==> src/rtl/store_commit_drainer.sv <==
// store_commit_drainer: walks the store-queue head, writes each committed
// store into the D-cache (valid/ack/nack), waits out refills on a miss and
// hands each freed entry back to the store queue.
module store_commit_drainer #(
  parameter int ENTRY_NUM    = 16,
  parameter int COMMIT_WIDTH = 2,
  parameter int ADDR_WIDTH   = 32,
  parameter int DATA_WIDTH   = 32,
  parameter int LOCK_CYCLES  = 5,
  localparam int IDX_W = $clog2(ENTRY_NUM),
  localparam int CW_W  = $clog2(COMMIT_WIDTH + 1),
  localparam int BE_W  = DATA_WIDTH / 8
) (
  input  logic                  clk,
  input  logic                  rst_n,
  input  logic [CW_W-1:0]       commitCount,
  output logic [IDX_W-1:0]      sqHeadPtr,
  input  logic [ADDR_WIDTH-3:0] sqAddr,
  input  logic [DATA_WIDTH-1:0] sqData,
  input  logic [BE_W-1:0]       sqByteWE,
  input  logic                  sqCondEnabled,
  output logic                  dcWriteReq,
  output logic [ADDR_WIDTH-1:0] dcWriteAddr,
  output logic [DATA_WIDTH-1:0] dcWriteData,
  output logic [BE_W-1:0]       dcWriteByteWE,
  input  logic                  dcWriteAck,
  input  logic                  dcWriteNack,
  input  logic                  dcMissDone,
  output logic                  releaseValid,
  output logic [IDX_W:0]        pendingCount,
  output logic                  drainEmpty
);

  // One spare bit over the pending width so an overflowing commit is visible.
  localparam int PW   = IDX_W + 2;
  localparam int LK_W = $clog2(LOCK_CYCLES + 2);

  typedef enum logic [1:0] {
    IDLE      = 2'd0,
    REQ       = 2'd1,
    WAIT_MISS = 2'd2,
    LOCK      = 2'd3
  } state_t;

  state_t            state_reg, state_next;
  logic [IDX_W-1:0]  head_reg;
  logic [IDX_W:0]    pending_reg;
  logic [IDX_W:0]    pending_next;
  logic [PW-1:0]     pend_sum;
  logic [LK_W-1:0]   lock_reg;
  logic              write_req;
  logic              release_valid;

  // Pending entries after this cycle's commits and release are both applied.
  always_comb begin
    pend_sum     = PW'(pending_reg) + PW'(commitCount) - PW'(release_valid);
    pending_next = pend_sum[IDX_W:0];
  end

  // State register.
  always_ff @(posedge clk or negedge rst_n) begin
    if (!rst_n) begin
      state_reg <= IDLE;
    end else begin
      state_reg <= state_next;
    end
  end

  // Next-state logic. The lock phase is sized so that a refill completing in
  // cycle t yields the retry request in cycle t+LOCK_CYCLES; with one or zero
  // lock cycles the lock phase is skipped entirely.
  always_comb begin
    state_next = state_reg;
    case (state_reg)
      IDLE: begin
        if (pending_reg != '0) state_next = REQ;
      end
      REQ: begin
        if (release_valid) begin
          state_next = (pending_next != '0) ? REQ : IDLE;
        end else if (dcWriteNack) begin
          state_next = WAIT_MISS;
        end
      end
      WAIT_MISS: begin
        if (dcMissDone) state_next = (LOCK_CYCLES <= 1) ? REQ : LOCK;
      end
      LOCK: begin
        if (lock_reg <= LK_W'(1)) state_next = REQ;
      end
      default: state_next = IDLE;
    endcase
  end

  // Outputs: a write is requested only for a live head entry; a failed
  // store-conditional is released without touching the cache. Ack wins
  // over a simultaneous nack.
  always_comb begin
    write_req     = (state_reg == REQ) && sqCondEnabled;
    release_valid = (state_reg == REQ) && (!sqCondEnabled || dcWriteAck);
    dcWriteReq    = write_req;
    releaseValid  = release_valid;
    dcWriteAddr   = write_req ? {sqAddr, 2'b00} : '0;
    dcWriteData   = write_req ? sqData : '0;
    dcWriteByteWE = write_req ? sqByteWE : '0;
    sqHeadPtr     = head_reg;
    pendingCount  = pending_reg;
    drainEmpty    = (pending_reg == '0) && (state_reg == IDLE);
  end

  // Head pointer, pending counter and lock countdown. The head wraps
  // naturally because ENTRY_NUM is a power of two.
  always_ff @(posedge clk or negedge rst_n) begin
    if (!rst_n) begin
      head_reg    <= '0;
      pending_reg <= '0;
      lock_reg    <= '0;
    end else begin
      pending_reg <= pending_next;
      if (release_valid) head_reg <= head_reg + IDX_W'(1);
      if (state_reg == WAIT_MISS && dcMissDone) begin
        lock_reg <= LK_W'(LOCK_CYCLES - 1);
      end else if (state_reg == LOCK && lock_reg != '0) begin
        lock_reg <= lock_reg - LK_W'(1);
      end
    end
  end

  // Committing more stores than the queue can hold is a protocol error.
  a_no_overflow: assert property (@(posedge clk) disable iff (!rst_n)
    pend_sum <= PW'(ENTRY_NUM));

  // The cache must never accept and reject the same write.
  a_ack_nack_excl: assert property (@(posedge clk) disable iff (!rst_n)
    !(dcWriteAck && dcWriteNack));

  // Commit never reports more stores than its width.
  a_commit_range: assert property (@(posedge clk) disable iff (!rst_n)
    int'(commitCount) <= COMMIT_WIDTH);

endmodule

==> config.mk <==
export PLATFORM = sky130hd
export DESIGN_NAME = store_commit_drainer
export DESIGN_NICKNAME = d
export VERILOG_FILES = /design/src/rtl/store_commit_drainer.sv
export SDC_FILE = /design/constraint.sdc
export NUM_CORES = 1
export LEC_CHECK = 0
export CAP_MARGIN = 30
export CELL_PAD_IN_SITES_DETAIL_PLACEMENT = 1
export CELL_PAD_IN_SITES_GLOBAL_PLACEMENT = 2
export CORE_MARGIN = 2
export CORE_UTILIZATION = 13
export CTS_CLUSTER_DIAMETER = 100
export CTS_CLUSTER_SIZE = 24
export DETAILED_ROUTE_END_ITERATION = 10
export PLACE_DENSITY = 0.79
export SLEW_MARGIN = 20
export SYNTH_ARGS = -nofsm -noshare
export SYNTH_HDL_FRONTEND = slang
export SYNTH_SLANG_ARGS = --single-unit
==> constraint.sdc <==
create_clock -name clk -period 3.5 [get_ports clk]
set_input_delay 0.7 -clock clk [delete_from_list [all_inputs] [get_ports clk]]
set_output_delay 0.7 -clock clk [all_outputs]
set_load 0.01 [all_outputs]
==> results of run 1 <==
Yosys cell counts (2+ instances only):
| cell type | count |
|---|---|
| xnor2_1 | 5 |
| nor2_1 | 3 |
| a21oi_1 | 4 |
| buf_4 | 2 |
| clkbuf_1 | 14 |
| xor2_1 | 3 |
| nor3_1 | 2 |
| o21ai_0 | 2 |
| inv_1 | 19 |
| and3_1 | 66 |
| nand2_1 | 5 |
| ha_1 | 15 |
| dfrtp_1 | 14 |
worst paths after layout:
path,start,end,slack (ns),cells past startpoint
setup / recovery,sqCondEnabled,dcWriteReq,0.27,5
setup reg to reg,state_reg[1],state_reg[0],0.67,13
max in group asynchronous,rst_n,lock_reg[0],2.25,1
hold / removal,sqHeadPtr[3],sqHeadPtr[3],0.47,1
hold reg to reg,sqHeadPtr[3],sqHeadPtr[3],0.47,1
min in group asynchronous,rst_n,pendingCount[3],0.85,1
worst register-to-register path, stage by stage, from the launching register on:
cell       delay [ns]
dfrtp_1          0.39
inv_1            0.08
ha_1             0.19
a21boi_2         0.16
ha_1             0.29
inv_1            0.06
ha_1             0.16
inv_1            0.06
fa_1             0.40
nand2b_1         0.18
a21oi_2          0.13
xnor2_1          0.09
o41a_1           0.38
a2bb2oi_1        0.13
cell families (layout without fill, tap and decap cells):
| logic type | Yosys count | in the layout | synth area share |
|---|---|---|---|
| compound gates | 16 | 16 | 0.08603 |
| xor+xnor | 8 | 8 | 0.05018 |
| fa+ha+maj | 16 | 16 | 0.1487 |
| buf+inv | 35 | 176 | 0.09946 |
| flops | 14 | 14 | 0.2509 |
| mux | 1 | 1 | 0.008064 |
| other cells | 1 | 2 | 0.002686 |
| simple gates | 82 | 82 | 0.3540 |
through the flow:
stage | instance area [um^2] | util | cells | setup slack [ns]
after floorplan | 1400 | - | 174 | 0.5812
final | 3078 | 0.2968 | 451 | 0.2732
after global placement | 3037 | 0.2928 | 448 | 0.1302
after global routing | 3078 | 0.2968 | 451 | 0.1018
after CTS | 3078 | 0.2968 | 451 | 0.2322
after detailed placement | 3037 | 0.2928 | 448 | 0.04823
final cells by class:
class                      count  area share
timing repair buffer         154      0.4984
multi-input combinational    125      0.2959
sequential                    14      0.1138
tap                          136     0.05528
inverter                      19     0.02317
clock buffer                   3     0.01341
power by group through the flow:
stage / clock (uW) / combinational (uW) / sequential [uW]
after floorplan: 0 / 783 / 345
after global placement: 0 / 1480 / 335
after detailed placement: 0 / 1520 / 338
after CTS: 131 / 1530 / 336
after global routing: 142 / 1660 / 347
final: 128 / 1500 / 334
layer usage:
metal | wire length, um | up-vias | GRT usage
met5 | 0 | - | 0
met4 | 39 | 0 | 0.02289
met3 | 750 | 4 | 0.04116
met2 | 2880 | 107 | 0.1837
met1 | 2440 | 833 | 0.1193
li1 | - | 875 | -
==> impl_metrics.ini, run 1 <==
[yosys]
ys_seq_area_frac = 0.2509
yosysUniqueCellTypes = 32
synthFlopType = dfrtp_1
synth_area_mm2 = 0.001396
syn_avg_cell_area_um2 = 8.071
synth-seq-cells = 14
synth_top_cell_by_area = and3_1
async_reset_ff_frac = 1.000
yosysTopAreaCellShare = 0.2957
synth_edf_count = 0
yosys-top-cells-area = and3_1 (30%), dfrtp_1 (25%), ha_1 (13%)
syn_inst = 173
yosysWarningCount = 0

[cts]
cts_root_buf = clkbuf_8
cts_buffers = 3
cts-hold-fix-buffers = 0
clk_pin_slew_ns = 0.05
clk_latency_ns = 0.24
max-clock-path-buffers = 2
h-tree-depth = 1
postCtsSetupBuffers = 0
clock-sinks = 14
ctsResizeCount = 0
tritoncts = built

[critical_path]
worstPathMaxFanout = 67
critical_path_class = in -> out
cp.arrival_ns = 2.53
cp.buffers_inverters = 4
critPathCaptureType = primary output
cpMostUsedCell = clkdlybuf4s50_1
required_ns = 2.80
cp_slowest_cell = clkdlybuf4s50_1
critPathTopFamily = buffers and inverters
critPathLaunchType = primary input
worstPathCellList = clkdlybuf4s50_1 > buf_4 > nand2_1 > inv_1 > clkdlybuf4s50_1
critPathMaxStageDelay_ns = 0.57

[grt]
first_global_vias = 2018
grt_max_degree = 68
grt_pass1_wl_mm = 9.846
antenna_found_initial = 0
gr-total-overflow = 0
grt_usage = 0.1046

[cells_and_area]
drive_gt1_frac = 0.03175
final_nets = 407
largest_register_ff_count = 5
multiInputGateArea_um2 = 910.9
layout_commonest_cell = clkdlybuf4s50_1
diodes = 0
fill_cells = 1234
seq_area_um2 = 350.3
layout_common_cells = clkdlybuf4s50_1 (151), and3_1 (66), inv_1 (19)
syn2layout_area_growth_pct = 120.4

[drt]
wl_per_cell_um = 13.55
vias = 1819
vias_per_cell = 4.033
ant_nets = 0
drc_errors = 0
wl_mm = 6.109
drt_first_pass_iters = 4
drt_iter0_markers = 12

[placement]
finalWeightedCongestion = 0.7347
port_buffers = 151
dp_hpwl_mm = 5.071

[timing]
hold_violations = 0
period_needed_ns = 3.227
final-setup-viol-count = 0
rsz0062_at_grt = false
clock.fmax_ghz = 0.3099
timing.hold.ws_ns = 0.4699
fin_skew_ns = 0.0006395
setup_tns_ns = 0
relSlewSlack = 0.5865
min_period_over_period = 0.9219
slew_viol_final = 0
tightest_slew_ns = 0.6184

[floorplan]
ios = 154
start_util = 0.1347
core_area_mm2 = 0.01037
std_cell_rows = 37
die_y_um = 107.6
dieArea_mm2 = 0.01159
die_w_um = 107.6

[pwr]
p_sw_uw = 825.4
power_frac_seq = 0.171
p_int_uw = 1132
power_density_mw_per_mm2 = 635.9
comb_power_share = 0.764
max-vdd-ir-drop_mv = 0.2725
clock_power_share = 0.065
swShare = 0.4217
power_uw = 1957
p_leak_uw = 0.001437

[run]
drv_cap = 0

[min_path]
hold_path_class = reg -> reg

[run_status]
run_status = complete, no violations
(Power assumes the default switching activity.)
==> run 2: changes to the inputs <==
--- a/config.mk
+++ b/config.mk
@@ -10,7 +10,7 @@
 export CELL_PAD_IN_SITES_GLOBAL_PLACEMENT = 2
 export CORE_MARGIN = 2
 export CORE_UTILIZATION = 13
-export CTS_CLUSTER_DIAMETER = 100
+export CTS_CLUSTER_DIAMETER = 30
 export CTS_CLUSTER_SIZE = 24
 export DETAILED_ROUTE_END_ITERATION = 10
 export PLACE_DENSITY = 0.79
==> results of run 2 <==
The final DEF is identical to that of run 1; final timing and power are the same.
==> run 3: changes to the inputs <==
--- a/config.mk
+++ b/config.mk
@@ -5,16 +5,16 @@
 export SDC_FILE = /design/constraint.sdc
 export NUM_CORES = 1
 export LEC_CHECK = 0
+export ABC_AREA = 1
 export CAP_MARGIN = 30
 export CELL_PAD_IN_SITES_DETAIL_PLACEMENT = 1
 export CELL_PAD_IN_SITES_GLOBAL_PLACEMENT = 2
 export CORE_MARGIN = 2
-export CORE_UTILIZATION = 13
+export CORE_UTILIZATION = 12
 export CTS_CLUSTER_DIAMETER = 30
 export CTS_CLUSTER_SIZE = 24
 export DETAILED_ROUTE_END_ITERATION = 10
-export PLACE_DENSITY = 0.79
-export SLEW_MARGIN = 20
+export PLACE_DENSITY = 0.76
 export SYNTH_ARGS = -nofsm -noshare
 export SYNTH_HDL_FRONTEND = slang
 export SYNTH_SLANG_ARGS = --single-unit
==> impl_metrics.ini, run 3 <==
[yosys]
yosysUniqueCellTypes = 25
synth_edf_count = 0
yosysWarningCount = 0
yosysMostFrequentCell = inv_1
synth-seq-cells = 14
synth_top_cell_by_area = dfrtp_1
synth_area_mm2 = 0.001508
yosysTopAreaCellShare = 0.2324
ys_seq_area_frac = 0.2324
synth_common_cells = inv_1 (93), nor2_1 (69), nand2_1 (28), ha_1 (15), dfrtp_1 (14)
yosys-top-cells-area = dfrtp_1 (23%), inv_1 (23%), nor2_1 (17%)
syn_avg_cell_area_um2 = 5.799
async_reset_ff_frac = 1.000
synthFlopType = dfrtp_1
syn_inst = 260

[timing]
fin_skew_ns = 0.001797
min_period_over_period = 0.8617
period_needed_ns = 3.016
slew_viol_final = 0
hold_violations = 0
clock.fmax_ghz = 0.3316
rsz0062_at_grt = false
tightest_slew_ns = 0.6610
setup_tns_ns = 0
relSlewSlack = 0.5580
final-setup-viol-count = 0

[drt]
wl_per_cell_um = 10.56
ant_nets = 0
drt_iter0_markers = 25
wl_mm = 6.080
vias_per_cell = 3.361
drt_first_pass_iters = 2
vias = 1936
drc_errors = 0

[placement]
dp_hpwl_mm = 5.280
finalWeightedCongestion = 0.7272
port_buffers = 151
placed_cells = 572
dpl_cell_area_mm2 = 0.003207

[grt]
grt_usage = 0.08080
grt_pass1_wl_mm = 9.052
antenna_found_initial = 0
grt_max_degree = 69
gr-total-overflow = 0
first_global_vias = 1950

[pwr]
p_sw_uw = 852.9
p_leak_uw = 0.001681
power_density_mw_per_mm2 = 608.2
power_uw = 2005
comb_power_share = 0.722
max-vdd-ir-drop_mv = 0.3784
power_frac_seq = 0.160
clock_power_share = 0.118
p_int_uw = 1152
swShare = 0.4255

[cts]
ctsResizeCount = 0
postCtsSetupBuffers = 0
cts_root_buf = clkbuf_16
max-clock-path-buffers = 2
cts_buffers = 3
h-tree-depth = 1
clk_latency_ns = 0.24
clock-sinks = 14
cts-hold-fix-buffers = 0
clk_pin_slew_ns = 0.05
tritoncts = built

[floorplan]
ios = 154
core_area_mm2 = 0.01216
dieArea_mm2 = 0.01348
start_util = 0.1240
die_y_um = 116.1
std_cell_rows = 40
die_w_um = 116.1

[cells_and_area]
largest_register_ff_count = 5
layout_commonest_cell = clkdlybuf4s50_1
final_nets = 499
multiInputGateArea_um2 = 762.0
diodes = 0
fill_cells = 1518
fin_area_mm2 = 0.003296
syn2layout_area_growth_pct = 118.6
layout_common_cells = clkdlybuf4s50_1 (151), inv_1 (93), nor2_1 (69)
drive_gt1_frac = 0.03186
seq_area_um2 = 350.3
stdcell_count = 576

[run]
drv_cap = 0

[min_path]
hold_path_class = reg -> reg

[critical_path]
critPathCaptureType = register
worstPathMaxFanout = 6
critical_path_class = in -> reg
cp.arrival_ns = 3.14
required_ns = 3.62
critPathLaunchType = primary input

[run_status]
run_status = complete, no violations
==> run 3: cell types whose count changed after synthesis, moves of 2 or more <==
cell,before,now
clkbuf_1,14,3
nand2_1,5,28
and3_1,66,0
nand3_1,0,9
inv_1,19,93
xor2_1,3,0
buf_2,0,4
nor2_2,0,2
nor2_1,3,69
==> run 3: cell type report <==
class                      count  share of cell area
multi-input combinational    144              0.2312
inverter                      94              0.1071
clock buffer                   4             0.02696
sequential                    14              0.1063
timing repair buffer         152              0.4647
tap                          168             0.06378
==> run 3: power groups by stage <==
| stage | combinational, uW | sequential (uW) | clock, uW |
|---|---|---|---|
| 3_5_place_dp | 1480 | 322 | 0 |
| 2_1_floorplan | 740 | 334 | 0 |
| 4_1_cts | 1480 | 322 | 243 |
| 6_report | 1450 | 320 | 237 |
| 5_1_grt | 1630 | 335 | 251 |
| 3_3_place_gp | 1440 | 324 | 0 |
==> run 3: logic make-up (layout without fill, tap and decap cells) <==
group / count (synthesis) / in the layout / share of synthesized area
compound gates: 9 / 9 / 0.03900
xor+xnor: 4 / 4 / 0.02323
fa+ha+maj: 16 / 16 / 0.1378
buf+inv: 103 / 250 / 0.2647
flops: 14 / 14 / 0.2324
other cells: 1 / 2 / 0.002487
simple gates: 113 / 113 / 0.3004
==> run 3: worst paths after layout <==
kind                               from              end  slack, ns  cells after the start
min in group asynchronous         rst_n  pendingCount[1]       0.87                      1
max                          dcWriteAck     state_reg[0]       0.48                     16
min                        sqHeadPtr[3]     sqHeadPtr[3]       0.48                      1
min reg2reg                sqHeadPtr[3]     sqHeadPtr[3]       0.48                      1
max reg2reg                state_reg[1]     state_reg[0]       0.79                     15
max in group asynchronous         rst_n      lock_reg[1]       2.21                      1
==> run 3: critical path: stages <==
cell	delay, ns
clkdlybuf4s50_1	0.50
inv_1	0.05
nand2_1	0.05
nand2_1	0.10
inv_2	0.12
ha_1	0.24
inv_1	0.07
ha_1	0.17
inv_1	0.06
fa_1	0.47
inv_1	0.05
or2_2	0.27
nor2_1	0.10
nand3_1	0.08
nand2_1	0.06
a21oi_1	0.06
==> run 3: per-layer routing <==
layer,share of wire,up-vias,track usage
met5,0,-,0
met2,0.50,78,0.1485
met4,0,0,0.004762
met3,0.085,0,0.01920
li1,-,1007,-
met1,0.42,851,0.1006
==> run 3: per-stage QoR <==
step	util	hold WS, ns	setup WS, ns
final	0.2710	0.4846	0.4841
after global routing	0.2710	0.5054	0.2724
after CTS	0.2710	0.4934	0.4639
after detailed placement	0.2637	0.4838	0.2148
after global placement	0.2637	0.4669	0.3133
after floorplan	-	0.4044	0.8675
